### src/rtl/seq_mul8_shift_add.sv
// seq_mul8_shift_add: sequential 8x8 unsigned shift-add multiplier around one Adder16bit; ports clk, rst (async high), start, a, b -> busy, done, product, ovf; SEQ_MUL_ACCUM_EN selects multiply-accumulate
module Adder16bit (
  input  logic [15:0] a,
  input  logic [15:0] b,
  input  logic        cin,
  output logic [15:0] sum,
  output logic        cout
);
  logic [16:0] c;
  assign c[0] = cin;
  for (genvar i = 0; i < 16; i++) begin : g_fa
    assign sum[i]   = a[i] ^ b[i] ^ c[i];
    assign c[i + 1] = (a[i] & b[i]) | (c[i] & (a[i] ^ b[i]));
  end
  assign cout = c[16];
endmodule

module seq_mul8_shift_add #(
  parameter int OPW       = 8,
  parameter bit SKIP_ZERO = 1'b1
) (
  input  logic             clk,
  input  logic             rst,
  input  logic             start,
  input  logic [OPW-1:0]   a,
  input  logic [OPW-1:0]   b,
  output logic             busy,
  output logic             done,
  output logic [2*OPW-1:0] product,
  output logic             ovf
);
  localparam int W = 2 * OPW;
  typedef enum logic [1:0] {IDLE, RUN, FIN} state_t;
  state_t state;
  logic [W-1:0] acc, mcand, sum, nxt_acc, init;
  logic [OPW-1:0] mplr;
  logic [3:0] cnt;
  logic last;
`ifdef SEQ_MUL_ACCUM_EN
  logic cout;
  Adder16bit u_add (.a(acc), .b(mcand), .cin(1'b0), .sum(sum), .cout(cout));
  assign init = product;
`else
  Adder16bit u_add (.a(acc), .b(mcand), .cin(1'b0), .sum(sum), .cout());
  assign init = '0;
  assign ovf  = 1'b0;
`endif
  assign nxt_acc = mplr[0] ? sum : acc;
  // stop after the last bit, or early once no set multiplier bits remain
  assign last = (cnt == 4'(OPW - 1)) || (SKIP_ZERO && mplr[OPW-1:1] == '0);
  always_ff @(posedge clk or posedge rst) begin
    if (rst) begin
      state   <= IDLE;
      acc     <= '0;
      mcand   <= '0;
      mplr    <= '0;
      cnt     <= '0;
      product <= '0;
      busy    <= 1'b0;
      done    <= 1'b0;
`ifdef SEQ_MUL_ACCUM_EN
      ovf     <= 1'b0;
`endif
    end else begin
      case (state)
        RUN: begin
          acc   <= nxt_acc;
          mcand <= {mcand[W-2:0], 1'b0};
          mplr  <= mplr >> 1;
          cnt   <= cnt + 4'd1;
`ifdef SEQ_MUL_ACCUM_EN
          ovf   <= ovf | (mplr[0] & cout);
`endif
          if (last) begin
            busy    <= 1'b0;
            done    <= 1'b1;
            product <= nxt_acc;
            state   <= FIN;
          end
        end
        default: begin
          done <= 1'b0;
          if (start) begin
            mcand <= {{OPW{1'b0}}, a};
            mplr  <= b;
            cnt   <= '0;
            acc   <= init;
            busy  <= 1'b1;
            state <= RUN;
`ifdef SEQ_MUL_ACCUM_EN
            ovf   <= 1'b0;
`endif
          end else begin
            state <= IDLE;
          end
        end
      endcase
    end
  end
endmodule

### config.mk
export PLATFORM = sky130hd
export DESIGN_NAME = seq_mul8_shift_add
export DESIGN_NICKNAME = d
export VERILOG_FILES = /design/src/rtl/seq_mul8_shift_add.sv
export SDC_FILE = /design/constraint.sdc
export NUM_CORES = 1
export LEC_CHECK = 0
export CORE_MARGIN = 8
export CORE_UTILIZATION = 40
export CTS_CLUSTER_SIZE = 30
export DETAILED_ROUTE_END_ITERATION = 10
export PLACE_DENSITY = 0.62
export SLEW_MARGIN = 20
export SYNTH_ARGS = -nofsm -noshare
export SYNTH_HDL_FRONTEND = slang
export SYNTH_SLANG_ARGS = --single-unit
### constraint.sdc
create_clock -name clk -period 10.4 [get_ports clk]
set_clock_uncertainty 0.1 [all_clocks]
set_input_delay 1.04 -clock clk [delete_from_list [all_inputs] [get_ports clk]]
set_output_delay 1.04 -clock clk [all_outputs]
set_load 0.05 [all_outputs]
==> run summary <==
Status: complete, no violations
DRT Pass-1 Iters: 4
P_sw: 533.2 µW
Final Max Tran Viols: 0
Post-Syn Area: 3243 µm²
Startpoint Class: register
Most frequent cell after synthesis: dfrtp_1
Multiplexer area fraction after synthesis: 0.1516
GRT Resource Usage Total: 0.1213
Post-synth top area cell: dfrtp_1
WP data arrival: 6.58 ns
Min Tclk post-route: 6.461 ns
FP Rows: 33
Setup violators final: 0
Power Dens Cells: 321.3 nW/µm²
WHS Path Cells: 2
Total grt overflow: 0
Hold EP: mcand[12]
CTS Buffer Depth: 2
Iteration-0 DRC Markers: 92
Clock Latency Late Sink: 0.33 ns
Post-CTS Hold Buffers: 0
Clock-pin slew on the worst setup and hold paths: 0.08 ns
Hold WC Path Type: register to register
N_diodes: 0
Syn nets: 322
Initial antenna violation count: 0
Reg2reg end: product[15]
H-Tree Level Count: 3
Total leakage power: 0.001729 µW
Top cells by area in the synthesized netlist: dfrtp_1 49%, fa_1 8.6%, mux2i_1 8.3%
Share of total power in sequential cells: 0.340
Max-Slew Margin vs Limit: 0.3137
Reg2reg start: mcand[0]
Synth top area share: 0.4861
# Post-CTS Setup Buffers: 0
Total number of yosys warnings: 0
Async S/R FF share, synth: 1.000
Distinct cell type count after synthesis: 32
Root buffer cell: clkbuf_8
Post-synth EDFFs: 0
Initial Utilization: 0.4028
Int Pwr: 707.4 µW
Die X: 106.0 µm
TritonCTS clock tree: built
Gate power share: 0.475
Final worst path period share: 0.6212
Avg Vias per Cell: 4.974
Critical path class: register to register
XOR/XNOR Fraction of Synth Area: 0.005401
Reg2Reg Depth: 23
Peak fanout along the critical path: 3
CP required: 10.52 ns
Switching part of the total power: 0.4298
Setup TNS: 0 ns
Unrepaired setup endpoints after global routing: no
Most used DFF post-synth: dfrtp_1
Post-Syn Instances: 287
TritonCTS Sinks: 63
DIE AREA: 11,250 µm²
Die height: 106.0 µm
Main combinational cell family by area after synthesis: multiplexers
Number of global-route vias before repair: 2,228
Clock group share of total power: 0.185
Area Overhead vs Synth: 19.06%
Placed insts: 411
Dpl hpwl: 4137 µm
Post-synth top cells: 63 x dfrtp_1, 38 x nand2_1, 29 x o21ai_0
Worst vdd ir: 0.1575 mV
Vias: 2,124
Quantity of gates resized following cts: 0
Ports: 38
Syn Area/Cell: 11.30 µm²
Simple-Gate Fraction of Synth Area: 0.09992
Nets: 352
Final Hold Fails: 0
ANT nets after route: 0
Fmax: 154.8 MHz
Share of layout cells above drive strength 1: 0.1273
Inserted Clock Buffers: 9
Worst slew pin tran: 1.029 ns
Core outline area: 8051 µm²
Largest net degree at the start of global routing: 66
Wirelength per Cell: 14.99 µm
Register area share after synthesis: 0.4861
PortBufs: 36
Synth Area in Compound Gates: 0.09877
Min-delay src: mcand[11]
Detailed Route WL: 6400 µm
Adder-Cell Fraction of Synth Area: 0.09414
Fin cells: 427
Max Cap Viol: 0
Global-route wire length before repair: 10,980 µm
Worst R2R Setup Slack: 3.94 ns
Flops & latches, synth: 63
# DRC: 0
Kind of end point of the critical path: register
Routability cong.: 0.7164
==> critical path: stages (launching register included) <==
cell,delay (ns)
dfrtp_1,0.38
ha_1,0.16
inv_1,0.05
fa_1,0.37
fa_1,0.38
fa_1,0.38
fa_1,0.39
fa_1,0.39
fa_1,0.40
fa_1,0.39
fa_1,0.38
inv_1,0.08
fa_1,0.16
inv_1,0.05
fa_1,0.41
fa_1,0.40
fa_1,0.37
inv_1,0.08
fa_1,0.18
fa_1,0.18
xor2_1,0.14
nand2_1,0.07
xnor2_1,0.19
mux2_2,0.26
==> registers in the layout, summed over array words and instances, names as in the netlist <==
signal,count
done,1
state,1
product,16
cnt,4
mplr,8
busy,1
mcand,16
acc,16
==> metal layers <==
metal,up-vias,routed length (µm),track usage
li1,1015,-,-
met1,1055,3001,0.1532
met2,43,3063,0.1890
met3,11,222,0.03327
met4,0,112,0.05729
met5,-,0,0
==> stage by stage <==
step | setup WS, ns | area [µm²] | hold WS, ns | power, µW | utilization
global route | 3.618 | 3861 | 0.4067 | 1338 | 0.4796
detailed placement | 3.921 | 3650 | 0.3694 | 1019 | 0.4533
floorplan | 4.298 | 3243 | 0.3485 | 873.4 | -
finish | 3.939 | 3861 | 0.3828 | 1241 | 0.4796
CTS | 3.907 | 3861 | 0.3848 | 1257 | 0.4796
global placement | 4.039 | 3650 | 0.3662 | 1003 | 0.4533
==> power groups by stage <==
stage	sequential (µW)	combinational, µW	clock [µW]
3_5_place_dp	427	592	0
3_3_place_gp	423	581	0
2_1_floorplan	496	378	0
5_1_grt	435	657	246
6_report	422	589	230
4_1_cts	423	597	236
==> worst max-delay path by stage <==
| stage | slack [ns] | end | startpoint | depth (start not counted) |
|---|---|---|---|---|
| finish | 3.94 | product[15] | mcand[0] | 23 |
| global route | 3.62 | product[15] | mcand[0] | 23 |
| detailed placement | 3.92 | product[15] | mcand[0] | 23 |
| global placement | 4.04 | product[15] | acc[0] | 23 |
| floorplan | 4.30 | product[15] | acc[0] | 23 |
| CTS | 3.91 | product[15] | mcand[0] | 23 |
==> cells in the final DEF, fill, tap and decap left out, types with 2 or more instances in the layout <==
master and instances:
dfrtp_1 63, nand2_1 38, clkdlybuf4s50_1 35, o21ai_0 29, mux2i_1 27, inv_1 26
o31ai_1 16, fa_1 14, nor2_1 9, nand3b_1 9, mux2_2 9, clkbuf_8 9
mux2_4 8, clkinv_2 4, a21oi_1 3, ha_1 2, bufinv_16 2, buf_4 2
==> kinds of logic (layout without fill, tap and decap cells) <==
family	Yosys count	count (layout)
and+or+nand+nor	64	64
DFF	63	63
AOI/OAI and AO/OA	51	51
buffers and inverters	46	81
muxes	44	44
adders and majority gates	16	16
xor gates and xnor gates	2	2
other	1	1
==> area by class of cell <==
class / instances / area, µm²
Fill cell: 752 / 4190
Sequential cell: 63 / 1577
Multi-Input combinational cell: 178 / 1470
Timing Repair Buffer: 38 / 370.4
Tap cell: 105 / 131.4
Clock buffer: 9 / 123.9
Inverter: 27 / 101.3
Clock inverter: 7 / 87.58
No activity file was read; power rests on OpenSTA's default activity.
